--- config.mk ---
export PLATFORM = sky130hd
export DESIGN_NAME = prefetch_queue
export DESIGN_NICKNAME = d
export VERILOG_FILES = /design/src/rtl/prefetch_queue.sv
export SDC_FILE = /design/constraint.sdc
export NUM_CORES = 1
export LEC_CHECK = 0
export CORE_AREA = 5 5 121 123
export DETAILED_ROUTE_END_ITERATION = 16
export DIE_AREA = 0 0 126 128
export PLACE_DENSITY = 0.75
export SLEW_MARGIN = 25
export SYNTH_ARGS = -nofsm -noshare
export SYNTH_HDL_FRONTEND = slang
export SYNTH_SLANG_ARGS = --single-unit
--- constraint.sdc ---
create_clock -name clk -period 7.9 [get_ports clk]
set_input_delay 1.58 -clock clk [delete_from_list [all_inputs] [get_ports clk]]
set_output_delay 1.58 -clock clk [all_outputs]
set_load 0.02 [all_outputs]
--- src/rtl/prefetch_queue.sv ---
// Instruction prefetch queue: sequential fetch, branch flush/redirect and CALL/RETURN handling.
// Define PREFETCH_RAS_EN to build the internal return-address stack and its ras_ovf/ras_unf outputs.
module prefetch_queue #(
   parameter int MINSTW = 8,
   parameter int NBOPCO = 6,
   parameter int NBOPER = 9,
   parameter int DEPTH  = 4,
   parameter int SDEPTH = 8
) (
   input  logic                     clk,
   input  logic                     rst,
   output logic                     mem_en,
   output logic [MINSTW-1:0]        mem_addr,
   input  logic [NBOPCO+NBOPER-1:0] mem_data,
   output logic                     instr_valid,
   input  logic                     instr_ready,
   output logic [NBOPCO-1:0]        opcode,
   output logic [NBOPER-1:0]        operand,
   output logic [MINSTW-1:0]        instr_pc,
   input  logic                     cmp,
   output logic                     isp_push,
   output logic                     isp_pop,
   input  logic [MINSTW-1:0]        ret_addr,
   output logic [$clog2(DEPTH):0]   level
`ifdef PREFETCH_RAS_EN
   ,
   output logic                     ras_ovf,
   output logic                     ras_unf
`endif
);

   localparam int AW = $clog2(DEPTH);
   localparam int LW = AW + 1;
   localparam logic [LW-1:0]     FULL    = DEPTH[LW-1:0];
   localparam logic [NBOPCO-1:0] OP_JZ   = NBOPCO'(5);
   localparam logic [NBOPCO-1:0] OP_JMP  = NBOPCO'(6);
   localparam logic [NBOPCO-1:0] OP_CALL = NBOPCO'(7);
   localparam logic [NBOPCO-1:0] OP_RET  = NBOPCO'(8);

   // Field order matches mem_data ({opcode, operand}) followed by the fetch address.
   typedef struct packed {
      logic [NBOPCO-1:0] opc;
      logic [NBOPER-1:0] opr;
      logic [MINSTW-1:0] pc;
   } entry_t;

   entry_t              q_mem [DEPTH];
   entry_t              head;
   entry_t              hold_q;
   logic [AW-1:0]       rd_ptr_q;
   logic [AW-1:0]       wr_ptr_q;
   logic [LW-1:0]       level_q;
   logic [LW-1:0]       level_d;
   logic                inflight_q;
   logic [MINSTW-1:0]   inflight_pc_q;
   logic [MINSTW-1:0]   fpc_q;
   logic [MINSTW-1:0]   target;
   logic [MINSTW-1:0]   ret_target;
   logic                issue;
   logic                taken;
   logic                wr_en;
   logic                is_jz;
   logic                is_jmp;
   logic                is_call;
   logic                is_ret;

   assign head        = q_mem[rd_ptr_q];
   assign instr_valid = (level_q != '0);
   assign issue       = instr_valid & instr_ready;
   assign is_jz       = (head.opc == OP_JZ);
   assign is_jmp      = (head.opc == OP_JMP);
   assign is_call     = (head.opc == OP_CALL);
   assign is_ret      = (head.opc == OP_RET);
   assign taken       = issue & ((is_jz & ~cmp) | is_jmp | is_call | is_ret);
   assign target      = is_ret ? ret_target : head.opr[MINSTW-1:0];
   assign isp_push    = issue & is_call;
   assign isp_pop     = issue & is_ret;

   // Data returning in a flush cycle belongs to the wrong path and is dropped.
   assign wr_en    = inflight_q & ~taken;
   assign mem_en   = ~rst & ~taken & ((level_q + LW'(inflight_q)) < FULL);
   assign mem_addr = fpc_q;
   assign level    = level_q;
   assign {opcode, operand, instr_pc} = instr_valid ? head : hold_q;

   always_comb begin
      level_d = level_q + LW'(wr_en) - LW'(issue);
   end

   always_ff @(posedge clk) begin
      if (rst) begin
         rd_ptr_q      <= '0;
         wr_ptr_q      <= '0;
         level_q       <= '0;
         inflight_q    <= 1'b0;
         inflight_pc_q <= '0;
         fpc_q         <= '0;
         hold_q        <= '0;
      end else begin
         inflight_q <= mem_en;
         if (mem_en) begin
            inflight_pc_q <= fpc_q;
            fpc_q         <= fpc_q + MINSTW'(1);
         end
         if (issue) hold_q <= head;
         if (taken) begin
            rd_ptr_q <= '0;
            wr_ptr_q <= '0;
            level_q  <= '0;
            fpc_q    <= target;
         end else begin
            if (wr_en) wr_ptr_q <= wr_ptr_q + AW'(1);
            if (issue) rd_ptr_q <= rd_ptr_q + AW'(1);
            level_q <= level_d;
         end
      end
   end

   // NOTE: storage arrays carry no reset; the pointers and counts decide which entries are live.
   always_ff @(posedge clk) begin
      if (wr_en) q_mem[wr_ptr_q] <= {mem_data, inflight_pc_q};
   end

`ifdef PREFETCH_RAS_EN
   localparam int SW = $clog2(SDEPTH);
   localparam logic [SW:0] SFULL = SDEPTH[SW:0];

   logic [MINSTW-1:0] ras_mem [SDEPTH];
   logic [SW-1:0]     ras_top_q;
   logic [SW:0]       ras_cnt_q;
   logic              ras_ovf_q;
   logic              ras_unf_q;
   logic              ras_empty;
   logic              ras_full;

   assign ras_empty  = (ras_cnt_q == '0);
   assign ras_full   = (ras_cnt_q == SFULL);
   assign ret_target = ras_empty ? '0 : ras_mem[ras_top_q];
   assign ras_ovf    = ras_ovf_q;
   assign ras_unf    = ras_unf_q;

   // Circular stack: a push on a full stack lands on the oldest slot.
   always_ff @(posedge clk) begin
      if (rst) begin
         ras_top_q <= '0;
         ras_cnt_q <= '0;
         ras_ovf_q <= 1'b0;
         ras_unf_q <= 1'b0;
      end else if (isp_push) begin
         ras_top_q <= ras_top_q + SW'(1);
         if (ras_full) ras_ovf_q <= 1'b1;
         else          ras_cnt_q <= ras_cnt_q + (SW+1)'(1);
      end else if (isp_pop) begin
         if (ras_empty) begin
            ras_unf_q <= 1'b1;
         end else begin
            ras_top_q <= ras_top_q - SW'(1);
            ras_cnt_q <= ras_cnt_q - (SW+1)'(1);
         end
      end
   end

   always_ff @(posedge clk) begin
      if (isp_push) ras_mem[ras_top_q + SW'(1)] <= head.pc + MINSTW'(1);
   end
`else
   assign ret_target = ret_addr;
`endif

endmodule

Yosys cells after proc, flatten, opt, wreduce, memory -nomap -nowiden. Memories as Yosys holds them, arrays and structs flattened. A register that Yosys moved wholly into a read port is not among the register bits. Cells that the tools add are included.

$add $sub $neg: 6. $mul: 0. Div/mod/pow operators: 0. Magnitude comparators: 1. Eq/ne operators: 4. Shifts and indexed selects: 0. Mux-type cells: 8. Bitwise operators: 14. Reduce and logical (&&, ||, !) cells: 3.

Operators with widths (count): 2-to-1 mux 8 bit (3); 2-to-1 mux 23 bit (1); == test 6 x 3 -> 1 bit, second input constant (3); adder 8 x 1 -> 8 bit, second input constant (1); AND 1 bit (8); adder 3 x 1 -> 3 bit (2); == test 6 x 4 -> 1 bit, second input constant (1); adder 2 x 1 -> 2 bit, second input constant (2); 2-to-1 mux 2 bit (2); < comparator 3 bit, second input constant (1); NOT 1 bit (3); OR 1 bit (3); nonzero test 3 bit (1); subtractor 3 x 1 -> 3 bit (1); 2-to-1 mux 1 bit (2); nonzero test 2 bit (1); OR reduction 2 bit (1).

Register bits after elaboration: 47. Bits in latches: 0. Bits in writable memories: 92. Memory bits (read-only): 0. Input bits: 27. Word-level logic and storage cells: 46. Memories kept: 1.

Memory list: q_mem (depth 4, width 23, rd ports 1, clocked after Yosys merged registers in 1, wr ports 1, line 47) `entry_t q_mem [DEPTH];`.

Logic depth before layout (Yosys ltp). Gate-level depths: netlist of run 1.

Depth after elaboration: 11. Gate-level depth with buffers: 14. Mapped depth without buffers: 12.

Worst setup path before layout of run 1. No wires, ideal clock.

Path kind: input to output. Start: input port instr_ready. End: output port isp_push. Arrival time: 2783 ps. Required time: 6320 ps. Slack: 3537 ps. Cell stages on the path: 5. Buffers on the path: 1. Cell sequence: nand2_1 nor3_2 buf_2 inv_1 nor3_1.

Longest elaborated chain between the ends: 2.

RTL lines: from (decl) (line 16) `input logic instr_ready,`; AND 1 bit (line 69) `assign issue = instr_valid & instr_ready;`; AND 1 bit (line 76) `assign isp_push = issue & is_call;`; to (decl) (line 21) `output logic isp_push,`.

No other way between the ends.

Worst setup path after layout of run 1. Ends and elaborated chain as after synthesis.

==> impl_metrics.csv, run 1 <==
group,metric,value,unit
placed_design,placed_area,0.00674,mm^2
global_routing,grt_max_degree,58,
worst_setup_path,cp_top_family,"simple AND/OR/NAND/NOR gates",
drt,wirelength,12900,um
sta,setup_viol,0,
sta,fin_crit_sh,0.766,
layout,layout_commonest_cell,"edfxtp_1",
power_and_ir_drop,power_leakage,2.60,nW
clock_network,cts_hold_buf,0,
floorplanning,rows,43,
clock_network,path_clk_slew,0.05,ns
global_routing,grt_pass1_wl,20000,um
drt,routedWlPerCell,19.2,um
floorplanning,core-area,0.0136,mm^2
floorplanning,die_height,128,um
drt,dr_total_vias,3572,
synthesis,yosysWarnings,0,
placed_design,routabilityCongestion,0.751,
floorplanning,die_w,126,um
power_and_ir_drop,p_seq_frac,0.344,
synthesis,synth_nets,440,
layout,synthToLayoutAreaGrowth,24.6,%
power_and_ir_drop,combPwrFrac,0.355,
drt,drt_first_pass_iters,5,
worst_setup_path,setup.worst_path.start,"instr_ready",
synthesis,yosys.area.top_type,"edfxtp_1",
power_and_ir_drop,max-vdd-ir-drop,0.000230,V
worst_setup_path,crit_arrival,4.47,ns
sta,finalHoldViolCount,0,
synthesis,postSynthAreaPerCell,14.6,um^2
hold_path,hold_path_depth,2,
drt,viasPerCell,5.35,
clock_network,cts_root_buf,"clkbuf_16",
synthesis,synth_seq_cells,141,
synthesis,seq_area_frac_synth,0.631,
layout,n_fill_cell,1097,
power_and_ir_drop,switchingPower,0.000916,W
clock_network,insertion_delay,0.42,ns
clock_network,cts_buffer_depth,2,
sta,timing.fmax,0.165,GHz
hold_path,holdPathEnd,"hold_q[4]",
sta,max-slew-margin-rel,0.359,
worst_setup_path,critPathKind,"input pin to primary output",
floorplanning,io_pins,65,
power_and_ir_drop,pwr_density_cell,390,mW/mm^2
worst_setup_path,cpPeakStageDelay,0.89,ns
clock_network,cts_setup_buffers,0,
clock_network,cts_max_level,4,
power_and_ir_drop,power.share.switching,0.318,
sta,setup-tns-final,0,ns
global_routing,antenna_found_initial,0,
clock_network,clock_sinks,141,
sta,maxSlewViolCount,0,
layout,drive_gt1_frac,0.219,
sta,rsz0062_at_grt,"false",
sta,skew,0.00996,ns
outcome,outcome,"complete, no violations",
synthesis,yosys.cell_types.count,37,
worst_setup_path,reg2regPathDepth,13,
layout,design_area,0.00739,mm^2
global_routing,grt_util_all_layers,0.164,
power_and_ir_drop,internal-power,0.00197,W
worst_setup_path,cp_common_cell,"clkdlybuf4s50_1",
global_routing,grt_overflow,0,
synthesis,syn_area,0.00593,mm^2
sta,period_minus_slack,6.05,ns
floorplanning,start_util,0.437,
clock_network,cts_resized,0,
worst_setup_path,crit_chain,"clkdlybuf4s50_1 > nand2_1 > nor3_2 > inv_1 > nor3_1 > clkdlybuf4s50_1",
layout,layout_common_cells,"edfxtp_1 (92), clkdlybuf4s50_1 (63), nand2_1 (54)",
drt,drtAntennaViolNets,0,
clock_network,cts_tree,"built",
worst_setup_path,reg2reg_to,"level[2]",
worst_setup_path,cp-end-kind,"primary output",
layout,diodes,0,
worst_setup_path,path_max_fanout,25,
worst_setup_path,r2r_slack,3.79,ns
synthesis,yosys.area.top_type_share,0.466,
layout,layout.nets,510,
synthesis,syn_inst,405,
worst_setup_path,cp_slowest_cell,"nor3_2",
sta,holdWs,0.456,ns
worst_setup_path,path_buf_inv,3,
floorplanning,dieArea,0.0161,mm^2
worst_setup_path,r2r-start,"level[1]",
drt,drc,0,
sta,worst_pin_slew,0.960,ns
clock_network,cts_buffers,17,
hold_path,min_from,"hold_q[4]",
worst_setup_path,crit_required,6.32,ns
run,drv_cap,0,
placed_design,port-buffer-count,64,
synthesis,synthTopCellsByArea,"edfxtp_1 (47%), dfxtp_1 (17%), mux4_2 (8.7%)",
worst_setup_path,cp-start-kind,"input pin",
power_and_ir_drop,clockPowerShare,0.301,
drt,drt-initial-drc-count,220,
placed_design,post-dp-hpwl,8030,um
hold_path,hp-class,"flip-flop to flip-flop",
global_routing,first_global_vias,3719,
[cell families after synthesis]
logic type	Yosys count	synth area share
flip-flops	141	0.631
AND/OR/NAND/NOR	104	0.0909
multiplexers	64	0.162
AO/OA/AOI/OAI	48	0.0591
buffers and inverters	33	0.0285
adder cells (fa/ha/maj)	8	0.0181
XOR/XNOR	7	0.0103
[power by group through the flow]
| stage | combinational [W] | sequential, W | clock (W) |
|---|---|---|---|
| finish | 0.00102 | 0.000992 | 0.000869 |
| global route | 0.00110 | 0.00101 | 0.000907 |
| CTS | 0.00104 | 0.000994 | 0.000876 |
| detailed placement | 0.00103 | 0.00101 | 0 |
| global placement | 0.00101 | 0.000996 | 0 |
| floorplan | 0.000672 | 0.000988 | 0 |
[per-stage QoR]
stage | instances | utilization | total power (W) | setup WS, ns
after detailed placement | 636 | 0.497 | 0.00203 | 1.81
after global routing | 668 | 0.545 | 0.00301 | 1.62
final | 668 | 0.545 | 0.00288 | 1.85
after floorplan | 405 | - | 0.00166 | 3.54
after CTS | 668 | 0.545 | 0.00291 | 1.80
after global placement | 636 | 0.497 | 0.00201 | 1.80
[Yosys cell counts]
| master | n |
|---|---|
| nor3_1 | 9 |
| nand2b_1 | 17 |
| mux4_2 | 23 |
| a211oi_2 | 8 |
| xor2_1 | 1 |
| mux2_2 | 24 |
| a211oi_1 | 6 |
| o21bai_2 | 1 |
| nor3b_2 | 2 |
| a21oi_4 | 1 |
| a21oi_1 | 26 |
| xnor2_1 | 6 |
| nand4_1 | 1 |
| nor4_1 | 2 |
| nand2_1 | 54 |
| nor4b_2 | 1 |
| nand3_1 | 4 |
| o21a_1 | 4 |
| buf_6 | 4 |
| clkbuf_1 | 13 |
| inv_1 | 8 |
| mux2i_1 | 17 |
| and4_1 | 1 |
| and3_1 | 5 |
| clkinv_1 | 1 |
| buf_1 | 3 |
| fa_1 | 1 |
| buf_8 | 1 |
| or3_1 | 1 |
| nor3_2 | 5 |
| dfxtp_1 | 49 |
| ha_1 | 7 |
| buf_2 | 3 |
| edfxtp_1 | 92 |
| nor2_1 | 1 |
| o31a_1 | 2 |
| and2_1 | 1 |
[flip-flops by register name, indices dropped and copies added (netlist names), named ones only]
register / flops
inflight_pc_q: 8
mem_addr: 8
wr_ptr_q: 2
rd_ptr_q: 2
hold_q: 23
inflight_q: 1
level: 3
q_mem: 92
[worst reg2reg max path: cells and delay by family, from the launching register on]
family                     cells  cell delay [ns]
adders and majority gates      3             0.69
DFF                            1             0.42
buffers and inverters          2             0.38
xor gates and xnor gates       2             0.35
and+or+nand+nor                6             2.11
[how the worst max path moves through the flow]
stage | to | depth (start not counted)
2_1_floorplan | isp_push | 5
3_3_place_gp | isp_push | 6
3_5_place_dp | isp_push | 6
4_1_cts | isp_push | 6
5_1_grt | isp_push | 6
6_report | isp_push | 6
[final cells by class]
cell class                 count  area [um^2]  share of cell area
sequential                   141         3740               0.507
multi-input combinational    231         2020               0.273
tap                          180          225              0.0305
inverter                       9         33.8             0.00457
timing repair buffer          75          718              0.0972
clock buffer                  21          460              0.0623
clock inverter                11          189              0.0256
[metal layers]
layer	wire, um	global-route usage
met4	189	0.0587
met2	6500	0.278
met3	619	0.0446
met5	0	0
met1	5540	0.203
Power figures use the tool's default switching activity.
==> inputs of run 2 (changes only) <==
- PLACE_DENSITY: 0.75 -> 0.78
- clock period: 7.9 -> 5.5 ns (I/O delays scaled with it)
==> run 2 against run 1 <==
Compared with the run above:
- sequential power grew 43%
- global-route usage is 0.081 points lower
- sequential share of layout area decreased by 0.060 points
- total power rose by 43%
- combinational power up 44%
- count of clock-buffer cells in the layout stayed put
- non-clock buffer count rose by 2
- utilization rose by 0.065 points
- critical path depth grew 1
- clock skew down 0.0037 ns
==> impl_metrics.csv, run 2 (synthesized netlist as in run 1, its figures left out) <==
group,metric,value,unit
outcome,outcome,"complete, no violations",
global_routing,grt_max_degree,57,
floorplanning,io_pins,65,
clock_network,cts_tree,"built",
power_and_ir_drop,power.share.switching,0.317,
worst_setup_path,cp-end-kind,"primary output",
power_and_ir_drop,power_leakage,2.60,nW
layout,layout.nets,512,
clock_network,cts_buffer_depth,2,
placed_design,dpl.cell_count,638,
clock_network,cts_resized,0,
hold_path,hp-class,"flip-flop to flip-flop",
worst_setup_path,cp_slowest_cell,"clkdlybuf4s50_1",
clock_network,clock_sinks,141,
worst_setup_path,path_max_fanout,19,
global_routing,first_global_vias,3707,
sta,period_minus_slack,4.36,ns
sta,timing.fmax,0.229,GHz
clock_network,cts_max_level,4,
layout,multi_input_area,0.00202,mm^2
layout,n_fill_cell,1101,
layout,layout_commonest_cell,"edfxtp_1",
global_routing,grt_overflow,0,
power_and_ir_drop,combPwrFrac,0.357,
layout,top_regs,"q_mem: 92 flops, hold_q: 23 flops",
drt,viasPerCell,5.35,
worst_setup_path,critPathKind,"flip-flop to primary output",
clock_network,cts_hold_buf,0,
floorplanning,core-area,0.0136,mm^2
drt,drt-initial-drc-count,222,
worst_setup_path,cpPeakStageDelay,0.64,ns
sta,worst_pin_slew,0.698,ns
clock_network,cts_buffers,17,
global_routing,antenna_found_initial,0,
worst_setup_path,crit_chain,"buf_4 > mux4_2 > nor3_2 > buf_4 > inv_1 > nor3_1 > clkdlybuf4s50_1",
sta,setup-tns-final,0,ns
worst_setup_path,cp_common_cell,"buf_4",
clock_network,path_clk_slew,0.05,ns
drt,drt_first_pass_iters,5,
sta,max-slew-margin-rel,0.534,
worst_setup_path,crit_arrival,3.26,ns
floorplanning,rows,43,
sta,setup_viol,0,
layout,largest_reg_flops,92,
clock_network,cts_setup_buffers,0,
layout,layout_common_cells,"edfxtp_1 (92), clkdlybuf4s50_1 (63), nand2_1 (54)",
drt,drtAntennaViolNets,0,
drt,routedWlPerCell,19.0,um
global_routing,grt_pass1_wl,19900,um
placed_design,port-buffer-count,64,
worst_setup_path,cp-start-kind,"flip-flop",
power_and_ir_drop,pwr_density_cell,556,mW/mm^2
layout,diodes,0,
power_and_ir_drop,internal-power,0.00281,W
layout,regMostFlops,"q_mem",
power_and_ir_drop,p_seq_frac,0.345,
worst_setup_path,crit_required,4.40,ns
sta,finalHoldViolCount,0,
global_routing,grt_util_all_layers,0.163,
placed_design,post-dp-hpwl,8150,um
floorplanning,die_height,128,um
run,drv_cap,0,
sta,skew,0.00629,ns
power_and_ir_drop,switchingPower,0.00130,W
floorplanning,dieArea,0.0161,mm^2
sta,rsz0062_at_grt,"false",
clock_network,cts_root_buf,"clkbuf_16",
layout,drive_gt1_frac,0.222,
drt,wirelength,12700,um
sta,maxSlewViolCount,0,
layout,final_cell_count_no_fill,670,
floorplanning,die_w,126,um
layout,seq_area,0.00374,mm^2
sta,fin_crit_sh,0.793,
sta,holdWs,0.453,ns
power_and_ir_drop,max-vdd-ir-drop,0.000264,V
power_and_ir_drop,clockPowerShare,0.298,
floorplanning,start_util,0.437,
clock_network,insertion_delay,0.42,ns
layout,synthToLayoutAreaGrowth,24.7,%
placed_design,routabilityCongestion,0.755,
drt,drc,0,
drt,dr_total_vias,3585,
run 2: path summary, 6_finish.rpt:
kind / from / endpoint / depth (start not counted) / slack (ns)
max reg2reg: flip-flop / level[2] / 12 / 1.95
max: flip-flop / isp_push / 7 / 1.14
min reg2reg: hold_q[13] / hold_q[13] / 2 / 0.45
min: hold_q[13] / hold_q[13] / 2 / 0.45
run 2: per-stage QoR:
step           power [W]  setup slack (ns)  utilization  area (um^2)
6_report         0.00411              1.14        0.545         7400
4_1_cts          0.00414              1.07        0.545         7400
3_5_place_dp     0.00292              1.23        0.498         6750
3_3_place_gp     0.00288              1.24        0.498         6750
5_1_grt          0.00430             0.952        0.545         7400
2_1_floorplan    0.00238              2.10            -         5930
run 2: layout make-up:
cell class,instances,share of cell area
Timing Repair Buffer,77,0.0991
Sequential cell,141,0.506
Multi-Input combinational cell,231,0.273
Clock inverter,11,0.0218
Tap cell,180,0.0305
Clock buffer,21,0.0651
Inverter,9,0.00457
run 2: worst max-delay path: cells and delay by family (launching register included):
| family | cells | cell delay, ns |
|---|---|---|
| buffers and inverters | 4 | 1.36 |
| muxes | 1 | 0.61 |
| and+or+nand+nor | 2 | 0.36 |
| DFF | 1 | 0.50 |
run 2: layer usage:
layer / wire length, um / global-route usage / vias to the layer above
li1: - / - / 1659
met1: 5310 / 0.197 / 1790
met2: 6510 / 0.273 / 118
met3: 603 / 0.0383 / 18
met4: 287 / 0.0852 / 0
met5: 0 / 0 / -
run 2: power by group through the flow:
| stage | sequential, W | clock [W] | combinational, W |
|---|---|---|---|
| 6_report | 0.00142 | 0.00122 | 0.00147 |
| 5_1_grt | 0.00144 | 0.00128 | 0.00158 |
| 4_1_cts | 0.00142 | 0.00124 | 0.00149 |
| 3_5_place_dp | 0.00144 | 0 | 0.00148 |
| 3_3_place_gp | 0.00142 | 0 | 0.00145 |
| 2_1_floorplan | 0.00142 | 0 | 0.000966 |
